--- config.mk ---
export PLATFORM = sky130hd
export DESIGN_NAME = hms_timekeeper
export DESIGN_NICKNAME = d
export VERILOG_FILES = /design/src/rtl/timekeep_pkg.sv /design/src/rtl/hms_timekeeper_mod_cnt.sv /design/src/rtl/hms_timekeeper.sv
export SDC_FILE = /design/constraint.sdc
export NUM_CORES = 1
export LEC_CHECK = 0
export ABC_AREA = 1
export BUFFER_PORTS_ARGS = -buffer_cell sky130_fd_sc_hd__buf_4
export CELL_PAD_IN_SITES_DETAIL_PLACEMENT = 0
export CELL_PAD_IN_SITES_GLOBAL_PLACEMENT = 1
export CORE_ASPECT_RATIO = 0.8
export CORE_MARGIN = 5
export CORE_UTILIZATION = 44
export DETAILED_ROUTE_END_ITERATION = 10
export HOLD_SLACK_MARGIN = 0.06
export PLACE_DENSITY = 0.84
export SKIP_LAST_GASP = 1
export SLEW_MARGIN = 10
export SYNTH_ARGS = -nofsm -noshare
export SYNTH_HDL_FRONTEND = slang
export SYNTH_SLANG_ARGS = --single-unit
--- constraint.sdc ---
create_clock -name clk -period 3 [get_ports clk]
set_input_delay 0.45 -clock clk [delete_from_list [all_inputs] [get_ports clk]]
set_output_delay 0.45 -clock clk [all_outputs]
set_load 0.01 [all_outputs]
--- src/rtl/timekeep_pkg.sv ---
// Shared encodings and field limits for the six-digit timekeeping core.
// Imported by the top level and by the field counters.
package timekeep_pkg;

    typedef enum logic [1:0] {
        MODE_CLOCK = 2'd0,
        MODE_SETUP = 2'd1,
        MODE_ALARM = 2'd2
    } mode_t;

    typedef enum logic [1:0] {
        POS_SEC  = 2'd0,
        POS_MIN  = 2'd1,
        POS_HOUR = 2'd2
    } pos_t;

    localparam logic [5:0] SEC_MAX  = 6'd59;
    localparam logic [5:0] MIN_MAX  = 6'd59;
    localparam logic [5:0] HOUR_MAX = 6'd23;

    // Midnight shows as 12 and the afternoon folds back onto 1..11.
    function automatic logic [5:0] to_12h(input logic [5:0] hour);
        logic [5:0] shown;
        shown = hour;
        if (hour == 6'd0) begin
            shown = 6'd12;
        end else if (hour > 6'd12) begin
            shown = hour - 6'd12;
        end
        return shown;
    endfunction

endpackage

--- src/rtl/hms_timekeeper_mod_cnt.sv ---
// Six-bit wrap counter for one time or alarm field; carry flags the wrap
// so the next field can advance on the same edge.
module mod_cnt (
    input  logic       clk,
    input  logic       rst_n,
    input  logic       inc,
    input  logic [5:0] max,
    output logic [5:0] value,
    output logic       carry
);

    logic at_max;

    assign at_max = (value == max);
    assign carry  = inc & at_max;

    always_ff @(posedge clk or negedge rst_n) begin
        if (!rst_n) begin
            value <= 6'd0;
        end else if (inc) begin
            value <= at_max ? 6'd0 : value + 6'd1;
        end
    end

endmodule

--- src/rtl/hms_timekeeper.sv ---
// Timekeeping core: tick divider, run/set/alarm mode control, alarm ring
// and display mux for the six-digit FND clock, all in the clk domain.
module hms_timekeeper
    import timekeep_pkg::*;
#(
    parameter int TICK_DIV  = 50_000_000,
    parameter int ALARM_LEN = 30
) (
    input  logic       clk,
    input  logic       rst_n,
    input  logic       i_mode_pls,
    input  logic       i_pos_pls,
    input  logic       i_inc_pls,
    input  logic       i_fmt_12h,
    input  logic       i_alarm_en,
    output logic [5:0] o_sec,
    output logic [5:0] o_min,
    output logic [5:0] o_hour,
    output logic       o_pm,
    output logic [1:0] o_mode,
    output logic [1:0] o_position,
    output logic       o_tick,
    output logic       o_day_pls,
    output logic       o_alarm
);

    localparam int             DW        = $clog2(TICK_DIV);
    localparam logic [DW-1:0]  DIV_LAST  = DW'(TICK_DIV - 1);
    localparam logic [5:0]     RING_LOAD = 6'(ALARM_LEN);

    mode_t mode_q, mode_d;
    pos_t  pos_q, pos_d;

    logic [DW-1:0] div_cnt;
    logic          tick;
    logic          is_setup;
    logic          setup_inc;
    logic          alarm_inc;

    logic [5:0] sec_val, min_val, hour_val;
    logic       sec_carry, min_carry, hour_carry;
    logic       sec_inc, min_inc, hour_inc;
    logic [5:0] alm_min_val, alm_hour_val;
    logic       alm_min_inc, alm_hour_inc;
    logic       alm_min_carry, alm_hour_carry;

    logic [5:0] min_next, hour_next;
    logic       trigger;
    logic       ring_stop;
    logic [5:0] ring_cnt;

    logic [5:0] disp_hour;

    always_ff @(posedge clk or negedge rst_n) begin
        if (!rst_n) begin
            mode_q <= MODE_CLOCK;
            pos_q  <= POS_SEC;
        end else begin
            mode_q <= mode_d;
            pos_q  <= pos_d;
        end
    end

    always_comb begin
        mode_d = mode_q;
        pos_d  = pos_q;
        if (i_mode_pls) begin
            case (mode_q)
                MODE_CLOCK: mode_d = MODE_SETUP;
                MODE_SETUP: mode_d = MODE_ALARM;
                default:    mode_d = MODE_CLOCK;
            endcase
        end
        if (i_pos_pls) begin
            case (pos_q)
                POS_SEC: pos_d = POS_MIN;
                POS_MIN: pos_d = POS_HOUR;
                default: pos_d = POS_SEC;
            endcase
        end
    end

    // Held at zero while setting so the first second after leaving SETUP is full length.
    always_ff @(posedge clk or negedge rst_n) begin
        if (!rst_n) begin
            div_cnt <= '0;
        end else if (mode_q == MODE_SETUP || div_cnt == DIV_LAST) begin
            div_cnt <= '0;
        end else begin
            div_cnt <= div_cnt + 1'b1;
        end
    end

    assign is_setup  = (mode_q == MODE_SETUP);
    assign tick      = !is_setup && (div_cnt == DIV_LAST);
    assign setup_inc = is_setup & i_inc_pls;
    assign alarm_inc = (mode_q == MODE_ALARM) & i_inc_pls;

    // Carries only ripple while running; a manual set touches a single field.
    assign sec_inc  = tick | (setup_inc & (pos_q == POS_SEC));
    assign min_inc  = (sec_carry & ~is_setup) | (setup_inc & (pos_q == POS_MIN));
    assign hour_inc = (min_carry & ~is_setup) | (setup_inc & (pos_q == POS_HOUR));

    assign alm_min_inc  = alarm_inc & (pos_q == POS_MIN);
    assign alm_hour_inc = alarm_inc & (pos_q == POS_HOUR);

    mod_cnt u_sec (
        .clk   (clk),
        .rst_n (rst_n),
        .inc   (sec_inc),
        .max   (SEC_MAX),
        .value (sec_val),
        .carry (sec_carry)
    );

    mod_cnt u_min (
        .clk   (clk),
        .rst_n (rst_n),
        .inc   (min_inc),
        .max   (MIN_MAX),
        .value (min_val),
        .carry (min_carry)
    );

    mod_cnt u_hour (
        .clk   (clk),
        .rst_n (rst_n),
        .inc   (hour_inc),
        .max   (HOUR_MAX),
        .value (hour_val),
        .carry (hour_carry)
    );

    mod_cnt u_alm_min (
        .clk   (clk),
        .rst_n (rst_n),
        .inc   (alm_min_inc),
        .max   (MIN_MAX),
        .value (alm_min_val),
        .carry (alm_min_carry)
    );

    mod_cnt u_alm_hour (
        .clk   (clk),
        .rst_n (rst_n),
        .inc   (alm_hour_inc),
        .max   (HOUR_MAX),
        .value (alm_hour_val),
        .carry (alm_hour_carry)
    );

    assign o_day_pls = hour_carry & ~is_setup;

    // The alarm compares against the time this tick is about to produce.
    always_comb begin
        min_next  = min_val;
        hour_next = hour_val;
        if (min_carry) begin
            min_next = 6'd0;
        end else if (min_inc) begin
            min_next = min_val + 6'd1;
        end
        if (hour_carry) begin
            hour_next = 6'd0;
        end else if (hour_inc) begin
            hour_next = hour_val + 6'd1;
        end
    end

    assign trigger   = tick & sec_carry & i_alarm_en &
                       (min_next == alm_min_val) & (hour_next == alm_hour_val);
    assign ring_stop = (i_inc_pls & (mode_q == MODE_CLOCK)) | ~i_alarm_en;

    always_ff @(posedge clk or negedge rst_n) begin
        if (!rst_n) begin
            ring_cnt <= 6'd0;
        end else if (ring_stop) begin
            ring_cnt <= 6'd0;
        end else if (trigger) begin
            ring_cnt <= RING_LOAD;
        end else if (tick && ring_cnt != 6'd0) begin
            ring_cnt <= ring_cnt - 6'd1;
        end
    end

    assign o_alarm = (ring_cnt != 6'd0);

    always_comb begin
        o_sec     = sec_val;
        o_min     = min_val;
        disp_hour = hour_val;
        if (mode_q == MODE_ALARM) begin
            o_sec     = 6'd0;
            o_min     = alm_min_val;
            disp_hour = alm_hour_val;
        end
        o_hour = i_fmt_12h ? to_12h(disp_hour) : disp_hour;
        o_pm   = (disp_hour >= 6'd12);
    end

    assign o_mode     = mode_q;
    assign o_position = pos_q;
    assign o_tick     = tick;

endmodule

**After elaboration in Yosys (flattened, before gate mapping)**

Index checks and enable logic that the tools add are counted.
W data, S select, Z words.

- Flip-flop bits (word level): 66
- Logic and storage cells: 85
- Output and inout bits: 26
- Input bits: 7

- Bitwise operators: 24
- Eq/ne operators: 12
- Mux-type cells: 21
- Magnitude comparators: 2
- Reductions and logical operators: 9
- Add/subtract/negate cells: 8

Operator list:

| cell | number |
|---|---|
| $mux W6 | 18 |
| $add A6 B1 Y6 const B | 5 |
| $add A26 B1 Y26 const B | 1 |
| $eq A26 B26 Y1 const B | 1 |
| $mux W26 | 1 |
| $and A1 B1 Y1 | 18 |
| $eq A6 B6 Y1 const B | 3 |
| $eq A6 B5 Y1 const B | 2 |
| $eq A6 B6 Y1 | 2 |
| $pmux W2 S2 | 2 |
| $ge A6 B4 Y1 const B | 1 |
| $gt A6 B4 Y1 const B | 1 |
| $logic_not A6 Y1 | 1 |
| $reduce_bool A6 Y1 | 1 |
| $sub A6 B1 Y6 const B | 1 |
| $sub A6 B4 Y6 const B | 1 |
| $eq A2 B1 Y1 const B | 2 |
| $eq A2 B2 Y1 const B | 2 |
| $logic_not A2 Y1 | 2 |
| $or A1 B1 Y1 | 4 |
| $reduce_bool A3 Y1 | 1 |
| $logic_and A1 B1 Y1 | 2 |
| $not A1 Y1 | 2 |
| $logic_not A1 Y1 | 1 |
| $logic_or A1 B1 Y1 | 1 |

**Longest topological paths before layout**

Gate-level depths: netlist of run 1.

- Word-level depth: 16
- Depth in mapped cells: 20
- Mapped depth without buffers: 20

**Hierarchy**

A second synthesis of run 1 with hierarchy kept.

- Cell total of the unflattened synthesis: 809
- Area, all modules: 5,081.1 sq um

By module, submodules not included:

| module | sequential area each (sq um) | times used | area an instance (sq um) | cells each |
|---|---|---|---|---|
| hms_timekeeper | 900.9 | 1 | 2,941.6 | 464 |
| mod_cnt | 150.1 | 5 | 427.9 | 69 |

**Least setup slack after synthesis of run 1**

Ideal clock, no wire load.

- Path type: register -> output
- Start: register mode_q[1] (netlist: o_mode[1])
- End: output o_hour[5]
- Arrival: 2,077 ps
- Stages on the path, launching flop included: 13
- Slack: 473 ps
- Buffers on the path: 1
- Data required time: 2,550 ps
- Cells stage by stage: dfrtp_1 inv_1 nor2_1 clkbuf_1 or2_2 o21ai_0 inv_1 ha_1 inv_1 o21ai_0 nand2_1 nor2_1 xor2_1

- Word-level cells in the longest chain between the ends: 6
- Elaborated cells on any way between the ends: 8
- Classes of those cells: 1 x add/sub; 1 x order compare; 1 x eq/ne; 4 x mux; 1 x reduce/logical

RTL lines:

| element | line | text |
|---|---|---|
| start, declared | hms_timekeeper.sv:31 | `mode_t mode_q, mode_d;` |
| start signal, assigned | hms_timekeeper.sv:59 | `mode_q <= mode_d;` |
| $eq A2 B2 Y1 (*) | hms_timekeeper.sv:192 | `if (mode_q == MODE_ALARM) begin` |
| $mux W6 (*) | hms_timekeeper.sv:192 |  |
| $sub A6 B4 Y6 / $gt A6 B4 Y1 (equally long branches) | timekeep_pkg.sv:28, timekeep_pkg.sv:27 |  |
| $mux W6 | timekeep_pkg.sv:27 | `end else if (hour > 6'd12) begin` |
| $mux W6 | timekeep_pkg.sv:25 | `if (hour == 6'd0) begin` |
| $mux W6 (*) | hms_timekeeper.sv:197 | `o_hour = i_fmt_12h ? to_12h(disp_hour) : disp_hour;` |
| end, declared | hms_timekeeper.sv:18 | `output logic [5:0] o_hour,` |

Mark *: on every way between the ends. The rest lies on a longest branch, timed or not.

**Final worst setup path of run 1**

- Start: register div_cnt[0]
- End: output o_day_pls

- Word-level cells in the longest chain between the ends: 11

RTL lines:

| element | line | text |
|---|---|---|
| start, declared | hms_timekeeper.sv:34 | `logic [DW-1:0] div_cnt;` |
| start signal, assigned | hms_timekeeper.sv:90 | `div_cnt <= div_cnt + 1'b1;` |
| $eq A26 B26 Y1 | hms_timekeeper.sv:95 | `assign tick = !is_setup && (div_cnt == DIV_LAST);` |
| $logic_and A1 B1 Y1 | hms_timekeeper.sv:95 |  |
| $or A1 B1 Y1 | hms_timekeeper.sv:100 | `assign sec_inc = tick \| (setup_inc & (pos_q == POS_SEC));` |
| $and A1 B1 Y1 | hms_timekeeper_mod_cnt.sv:15 | `assign carry = inc & at_max;` |
| $and A1 B1 Y1 | hms_timekeeper.sv:101 | `assign min_inc = (sec_carry & ~is_setup) \| (setup_inc & (pos_q == POS_MIN));` |
| $or A1 B1 Y1 | hms_timekeeper.sv:101 |  |
| $and A1 B1 Y1 | hms_timekeeper_mod_cnt.sv:15 |  |
| $and A1 B1 Y1 | hms_timekeeper.sv:102 | `assign hour_inc = (min_carry & ~is_setup) \| (setup_inc & (pos_q == POS_HOUR));` |
| $or A1 B1 Y1 | hms_timekeeper.sv:102 |  |
| $and A1 B1 Y1 | hms_timekeeper_mod_cnt.sv:15 |  |
| $and A1 B1 Y1 | hms_timekeeper.sv:152 | `assign o_day_pls = hour_carry & ~is_setup;` |
| end, declared | hms_timekeeper.sv:23 | `output logic o_day_pls,` |

No other way between the ends.

==> qor.txt, run 1 <==
CTS clk-pin slew, worst paths -> 50 ps
status -> finished, final reports clean
final setup margin -> 142.6 ps
worst-margin pin slew -> 886.2 ps
Post-Syn Instances -> 566
DP Wirelength -> 7357 µm
number of max-cap violations -> 0
clk_lat worst skew -> 330 ps
CP Cell Sequence -> ha_2 -> nand2_1 -> nor2_4 -> nand2_1 -> nor2_2 -> nand3_2 -> nand2_4 -> nand3_4 -> nand2_8 -> nand3_4 -> nand2_4 -> inv_1 -> nor3_2 -> buf_4
Detailed Route Iter0 Violations -> 313
worst vdd ir -> 0.4977 mV
Hold Worst Slack -> 221.8 ps
Starting Density -> 0.4506
cts hold-fix bufs -> 0
ANT cells -> 0
Tcrit/Tclk final -> 0.9525
setup_tns -> 0 ps
IO Count -> 33
wire length on met3 -> 503 µm
row count -> 31
gr usage total -> 0.1865
worst min-delay path category -> primary input to asynchronous set/reset pin
CTS tree -> yes
yosys warns -> 0
M1 wire length -> 5131 µm
Max-slew headroom -> 0.4092
Final Instance Count excl. Fillers -> 741
sequential fraction of the synthesis area -> 0.4055
crit path kind -> register to output port
commonest non-fill, non-tap cell in the layout -> nand2_1
Routed WL per cell -> 13.80 µm
Hold Vio Cnt, Final -> 0
Post-Route WL -> 10220 µm
pre-CTS WS -> 188.0 ps
CTS Buf Count -> 9
Final setup viols -> 0
CP max stage delay -> 370 ps
total power -> 3.696 mW
Layout Utilization -> 0.5448
placed cells -> 711
LEAKAGE -> 2.390 nW
Finished Cell Area -> 4923 µm²
kind of start point of the critical path -> register
worst path required time -> 2550 ps
initial antenna violation count -> 0
core footprint -> 9037 µm²
final net count -> 638
# DRC -> 0
Distinct cells, synth -> 33
dpl cell area -> 4461 µm²
Critical Path AT -> 2410 ps
layout cells sized above 1 -> 0.1550
most frequent cells in the layout -> nand2_1, inv_1, nor2_1
fin. max-slew vios -> 0
IO Port Bufs -> 32
Root Driver -> clkbuf_16
clk_skew -> 5.514 ps
Detail Route Antenna Nets -> 0
pwr/cell area -> 750.7 nW/µm²
die area -> 11290 µm²
total grt overflow -> 0
clock sinks -> 66
Yosys reg bits -> 66
top achievable clock speed -> 350.0 MHz
Die Ht -> 96.05 µm
first-pass GRT wire length -> 17060 µm
pin count of the biggest net entering global routing -> 67
# H-tree levels -> 3
Max stage delay cell, worst path -> dfrtp_1
Post-Syn Nets -> 583
Initial DRT Pass Iterations -> 5
vias in the first global route -> 3568
Clock Tree Buf Depth -> 2
DR top layer -> met4
P&R area growth vs syn -> 20.89%
mean post-synth cell area -> 7.196 µm²
DR WL met2 -> 4440 µm
routed via count -> 3820
GPL Wtd Cong -> 0.7963
reg2reg path depth -> 20
min Tclk post-route -> 2857 ps
cell area after synthesis -> 4073 µm²
vias per cell -> 5.155
CP max FO -> 8
Worst Setup End Kind -> output port
width of the die -> 117.6 µm
## power breakdown
part	switching, mW	internal (mW)	total, mW
clock network	0.395	0.663	1.06
registers	0.178	1.06	1.23
logic	0.863	0.541	1.40
total	1.44	2.26	3.70
## sequential cells by signal (all words and copies together) (netlist names), 6 cells and up
| signal | flops |
|---|---|
| u_sec.value | 6 |
| u_alm_hour.value | 6 |
| ring_cnt | 6 |
| u_hour.value | 6 |
| u_min.value | 6 |
| div_cnt | 26 |
| u_alm_min.value | 6 |
## what timing repair did
item                       CTS  global route
setup endpoints to repair    4            10
gates resized for setup      4            14
cloned                       0             1
buffers inserted             1            12
pin swaps                    0             7
## worst paths after layout
kind	start	end	slack, ps
min in group clk	i_pos_pls	o_position[1]$_DFFE_PN0P_	310
worst min register to register	div_cnt[13]$_DFF_PN0_	div_cnt[13]$_DFF_PN0_	500
worst min-delay path	rst_n	ring_cnt[1]$_DFFE_PN0P_	220
worst max-delay path	div_cnt[0]$_DFF_PN0_	o_day_pls	140
max in group asynchronous	rst_n	o_mode[1]$_DFFE_PN0P_	2170
worst max register to register	div_cnt[0]$_DFF_PN0_	ring_cnt[1]$_DFFE_PN0P_	220
## synthesized netlist by cell type
master / n / area (µm²)
a211oi_1: 1 / 7.510
o21a_1: 2 / 15.01
o21ai_0: 33 / 165.2
a21oi_2: 1 / 8.760
xnor2_1: 4 / 35.03
o22ai_1: 4 / 25.02
nand3_1: 52 / 260.3
o211ai_1: 1 / 7.510
xor2_1: 13 / 113.9
clkbuf_1: 5 / 18.77
inv_1: 77 / 289.0
nor3_1: 17 / 85.08
o21ai_1: 2 / 10.01
a31oi_1: 1 / 6.260
and3_1: 2 / 12.51
nor2_2: 7 / 43.79
nand3_4: 2 / 35.03
nand2_4: 3 / 33.78
nor2_1: 70 / 262.8
nand3_2: 2 / 20.02
a21oi_1: 27 / 135.1
nor4_1: 2 / 12.51
nor4_2: 2 / 25.02
inv_2: 1 / 3.750
nor3b_1: 3 / 22.52
a2bb2oi_1: 1 / 8.760
dfrtp_1: 66 / 1652
nand2_1: 140 / 525.5
ha_1: 10 / 125.1
or2_2: 1 / 6.260
nor3_2: 1 / 10.01
nand4_1: 11 / 68.82
nor2_4: 2 / 22.52
## cell families after synthesis
kind of cell,count (synthesis),share of synthesized area
and+or+nand+nor,317,0.3551
buffers and inverters,83,0.07650
AOI/OAI and AO/OA,73,0.09555
DFF,66,0.4055
xor gates and xnor gates,17,0.03656
adders and majority gates,10,0.03072
## critical path: cells and delay by family (launching register included)
kind                     cells  cell delay (ps)
adder cells (fa/ha/maj)      1              190
flip-flops                   1              370
AND/OR/NAND/NOR             11             1290
buffers and inverters        2              230
## metal layers
metal / up-vias / GRT usage
met5: - / 0
met4: 0 / 0.05635
met3: 12 / 0.04759
met2: 90 / 0.2905
met1: 1769 / 0.2578
li1: 1949 / -
## cell type report
class	instances	area, µm²
Inverter	78	292.8
Tap cell	115	143.9
Multi-Input combinational cell	418	2173
Fill cell	880	4114
Sequential cell	66	1653
Clock inverter	5	53.80
Timing Repair Buffer	48	364.1
Clock buffer	11	242.7
No activity file was read; power rests on OpenSTA's default activity.
==> inputs of run 2 (changes only) <==
Settings changed: CELL_PAD_IN_SITES_DETAIL_PLACEMENT 0 to not set, CELL_PAD_IN_SITES_GLOBAL_PLACEMENT 1 to not set, CORE_UTILIZATION 44 to 50, PLACE_DENSITY 0.84 to 0.72.
==> qor.txt, run 2 (synthesis gave the netlist of run 1 again) <==
status -> finished, final reports clean
clock sinks -> 66
vias in the first global route -> 3589
Critical Path AT -> 2410 ps
IO Count -> 33
first-pass GRT wire length -> 16670 µm
Routed WL per cell -> 13.38 µm
Detailed Route Iter0 Violations -> 310
Detail Route Antenna Nets -> 0
Post-Route WL -> 9779 µm
vias per cell -> 5.279
Top reg by flops -> div_cnt
cts hold-fix bufs -> 0
CP Cell Sequence -> ha_2 -> nand2_1 -> nor2_4 -> nand2_1 -> nor2_2 -> nand3_2 -> nand2_4 -> nand3_4 -> nand2_4 -> nand3_4 -> nand2_4 -> inv_2 -> nor3_2 -> buf_4
total power -> 3.282 mW
LEAKAGE -> 2.324 nW
sw frac -> 0.4154
pin count of the biggest net entering global routing -> 67
CP max stage delay -> 380 ps
Psw -> 1.363 mW
worst vdd ir -> 0.4575 mV
width of the die -> 110.9 µm
GPL Wtd Cong -> 0.8997
Worst Setup End Kind -> output port
Clk network pwr share -> 0.205
CTS clk-pin slew, worst paths -> 70 ps
# DRC -> 0
die area -> 10060 µm²
kind of start point of the critical path -> register
M1 wire length -> 4788 µm
gr usage total -> 0.1987
Root Driver -> clkbuf_8
reg2reg path depth -> 21
final setup margin -> 138.1 ps
clk_lat worst skew -> 350 ps
fin. max-slew vios -> 0
Initial DRT Pass Iterations -> 5
Final setup viols -> 0
multi-input logic area -> 2138 µm²
most frequent cells in the layout -> nand2_1, inv_1, nor2_1
P&R area growth vs syn -> 16.31%
WP buf/inv -> 2
CTS Buf Count -> 9
DR top layer -> met4
ANT cells -> 0
Clock Tree Buf Depth -> 2
# H-tree levels -> 3
worst path required time -> 2550 ps
pre-CTS WS -> 305.1 ps
min Tclk post-route -> 2862 ps
Hold Vio Cnt, Final -> 0
routed via count -> 3859
CP max FO -> 6
final net count -> 636
Max stage delay cell, worst path -> dfrtp_1
worst reg2reg endpoint -> ring_cnt[3]$_DFFE_PN0P_
number of flip-flops in the largest register -> 26
worst min-delay path category -> primary input to asynchronous set/reset pin
clk_skew -> 11.21 ps
Max-slew headroom -> 0.4435
top achievable clock speed -> 349.4 MHz
most used cell, CP -> nand2_4
register share of total power -> 0.378
Die Ht -> 90.73 µm
commonest non-fill, non-tap cell in the layout -> nand2_1
wire length on met3 -> 702 µm
register area -> 1653 µm²
r2r startpoint -> div_cnt[0]$_DFF_PN0_
placed cells -> 703
R2R setup slack -> 230 ps
RSZ-0062 raised after global routing -> true
core footprint -> 7946 µm²
Starting Density -> 0.5125
cell family with the largest share of critical-path delay -> simple AND/OR/NAND/NOR gates
worst-margin pin slew -> 834.7 ps
Tcrit/Tclk final -> 0.9540
IO Port Bufs -> 32
Int Pwr -> 1.919 mW
CTS tree -> yes
row count -> 29
DR WL met2 -> 4194 µm
DP Wirelength -> 7219 µm
number of max-cap violations -> 0
crit path kind -> register to output port
Comb pwr share -> 0.417
layout cells sized above 1 -> 0.1461
Final Instance Count excl. Fillers -> 731
fillers -> 711
initial antenna violation count -> 0
pwr/cell area -> 692.9 nW/µm²
total grt overflow -> 0
run 2: power by group through the flow:
stage               clock network, mW  logic [mW]  registers (mW)
floorplan                           0       0.867            1.20
finish                          0.671        1.37            1.24
global route                    0.736        1.54            1.27
global placement                    0        1.28            1.24
detailed placement                  0        1.32            1.24
CTS                             0.692        1.33            1.23
run 2: worst max-delay path by stage:
| stage | from | to | cells after the start |
|---|---|---|---|
| after floorplan | o_mode[1]$_DFFE_PN0P_ | o_hour[5] | 12 |
| after global placement | div_cnt[0]$_DFF_PN0_ | o_day_pls | 14 |
| after detailed placement | div_cnt[0]$_DFF_PN0_ | ring_cnt[4]$_DFFE_PN0P_ | 18 |
| after CTS | div_cnt[0]$_DFF_PN0_ | o_day_pls | 14 |
| after global routing | div_cnt[0]$_DFF_PN0_ | o_day_pls | 14 |
| final | div_cnt[0]$_DFF_PN0_ | o_day_pls | 14 |
run 2: layout make-up:
class | instances | area share
multi-input combinational | 418 | 0.4514
sequential | 66 | 0.3489
timing repair buffer | 46 | 0.07316
inverter | 78 | 0.06181
clock buffer | 13 | 0.03354
tap | 108 | 0.02853
clock inverter | 2 | 0.002641
run 2: stage by stage:
stage / util / setup TNS (ps) / hold WS (ps) / instance area, µm²
2_1_floorplan: - / 0 / 154.4 / 4073
3_3_place_gp: 0.5593 / 0 / 444.9 / 4444
3_5_place_dp: 0.5593 / 0 / 457.4 / 4444
4_1_cts: 0.5832 / -6.262 / 241.9 / 4634
5_1_grt: 0.5961 / -52.72 / 288.9 / 4737
6_report: 0.5961 / 0 / 198.9 / 4737
run 2: layer usage:
metal | vias to the layer above | GRT usage
met5 | - | 0
met2 | 115 | 0.2955
met1 | 1781 | 0.2834
met3 | 12 | 0.05827
met4 | 0 | 0.05128
li1 | 1951 | -
run 2: repair_timing:
item	in CTS	in global routing
cloned	0	2
buffers inserted	2	9
setup endpoints to repair	3	11
pin swaps	2	5
gates resized for setup	2	12
==> inputs of run 3 (changes only) <==
Settings changed: CTS_BUF_LIST set to sky130_fd_sc_hd__clkbuf_2 sky130_fd_sc_hd__clkbuf_4 sky130_fd_sc_hd__clkbuf_8.
==> qor.txt, run 3 (synthesis gave the netlist of run 1 again) <==
top achievable clock speed -> 348.8 MHz
Post-Route WL -> 9807 µm
GPL Wtd Cong -> 0.8997
kind of start point of the critical path -> register
number of flip-flops in the largest register -> 26
Critical Path AT -> 2420 ps
Hold Vio Cnt, Final -> 0
P&R area growth vs syn -> 16.50%
final setup margin -> 133.3 ps
layout cells sized above 1 -> 0.1493
Starting Density -> 0.5125
CTS Buf Count -> 9
vias per cell -> 5.272
M1 wire length -> 4872 µm
Layout Utilization -> 0.5971
ANT cells -> 0
critical path depth in cells -> 14
clock sinks -> 66
CTS clk-pin slew, worst paths -> 70 ps
vias in the first global route -> 3578
CP max stage delay -> 380 ps
status -> finished, final reports clean
Root Driver -> clkbuf_8
Routed WL per cell -> 13.42 µm
Clock Tree Buf Depth -> 2
worst reg2reg endpoint -> ring_cnt[3]$_DFFE_PN0P_
DR top layer -> met4
reg2reg path depth -> 21
R2R setup slack -> 230 ps
row count -> 29
crit path kind -> register to output port
crit path launch -> div_cnt[0]$_DFF_PN0_
CP Cell Sequence -> ha_2 -> nand2_1 -> nor2_4 -> nand2_1 -> nor2_2 -> nand3_2 -> nand2_4 -> nand3_4 -> nand2_4 -> nand3_4 -> nand2_4 -> inv_2 -> nor3_2 -> buf_4
first-pass GRT wire length -> 16680 µm
LEAKAGE -> 2.330 nW
Die Ht -> 90.73 µm
commonest non-fill, non-tap cell in the layout -> nand2_1
r2r startpoint -> div_cnt[0]$_DFF_PN0_
DR WL met2 -> 4210 µm
cell family with the largest share of critical-path delay -> simple AND/OR/NAND/NOR gates
Max-slew headroom -> 0.4446
width of the die -> 110.9 µm
worst-margin pin slew -> 833.1 ps
min Tclk post-route -> 2867 ps
Final setup viols -> 0
WP buf/inv -> 2
pre-CTS WS -> 305.1 ps
core footprint -> 7946 µm²
Hold Worst Slack -> 195.7 ps
pwr/cell area -> 695.9 nW/µm²
# DRC -> 0
worst path required time -> 2550 ps
IO Port Bufs -> 32
final net count -> 636
pin count of the biggest net entering global routing -> 67
clk_lat worst skew -> 350 ps
Detailed Route Iter0 Violations -> 309
Worst Setup End Kind -> output port
number of max-cap violations -> 0
die area -> 10060 µm²
worst vdd ir -> 0.4575 mV
fin. max-slew vios -> 0
worst min-delay path category -> primary input to asynchronous set/reset pin
Top reg by flops -> div_cnt
Setup crit end -> o_day_pls
wire length on met3 -> 628 µm
Tcrit/Tclk final -> 0.9556
most frequent cells in the layout -> nand2_1, inv_1, nor2_1
total grt overflow -> 0
# H-tree levels -> 3
CP max FO -> 6
cts hold-fix bufs -> 0
Max stage delay cell, worst path -> dfrtp_1
CTS tree -> yes
DP Wirelength -> 7219 µm
routed via count -> 3854
initial antenna violation count -> 0
most used cell, CP -> nand2_4
gr usage total -> 0.1987
RSZ-0062 raised after global routing -> true
Detail Route Antenna Nets -> 0
IO Count -> 33
clk_skew -> 11.64 ps
Initial DRT Pass Iterations -> 5
## run 3: timing repair
item / 4_1_cts / 5_1_grt
gates cloned: 0 / 2
gates resized for setup: 2 / 12
buffers inserted: 2 / 9
pin swaps: 2 / 4
setup endpoints to repair: 3 / 11
## run 3: area by class of cell
type | count | area [µm²]
clock buffers | 13 | 166.4
multi-input cells | 418 | 2138
clock inverters | 2 | 12.51
well taps | 108 | 135.1
repair buffers | 46 | 346.6
fillers | 706 | 3202
inverters | 78 | 292.8
flip-flops and latches | 66 | 1653
## run 3: worst min-delay path by stage
stage | to | cells past startpoint
6_report | div_cnt[8]$_DFF_PN0_ | 1
5_1_grt | u_min.value[3]$_DFFE_PN0N_ | 1
3_3_place_gp | div_cnt[0]$_DFF_PN0_ | 1
2_1_floorplan | div_cnt[0]$_DFF_PN0_ | 0
3_5_place_dp | div_cnt[0]$_DFF_PN0_ | 1
4_1_cts | u_min.value[3]$_DFFE_PN0N_ | 1
## run 3: metrics by stage
step | setup TNS (ps) | total power, mW | instance area, µm² | std cells
after global routing | -61.87 | 3.557 | 4745 | 731
after global placement | 0 | 2.522 | 4444 | 703
after CTS | -5.404 | 3.272 | 4642 | 720
after floorplan | 0 | 2.067 | 4073 | 566
final | 0 | 3.302 | 4745 | 731
after detailed placement | 0 | 2.562 | 4444 | 703
## run 3: metal layers
metal  vias up  global-route usage
li1       1952                   -
met1      1786              0.2843
met2       104              0.2944
met3        12             0.05827
met4         0             0.05128
met5         -                   0
## run 3: report_power, final
part	switching [mW]	leakage, nW	internal [mW]	total (mW)
clock network	0.335	0.0923	0.358	0.693
registers	0.187	0.866	1.05	1.24
logic	0.843	1.37	0.524	1.37
total	1.36	2.33	1.94	3.30
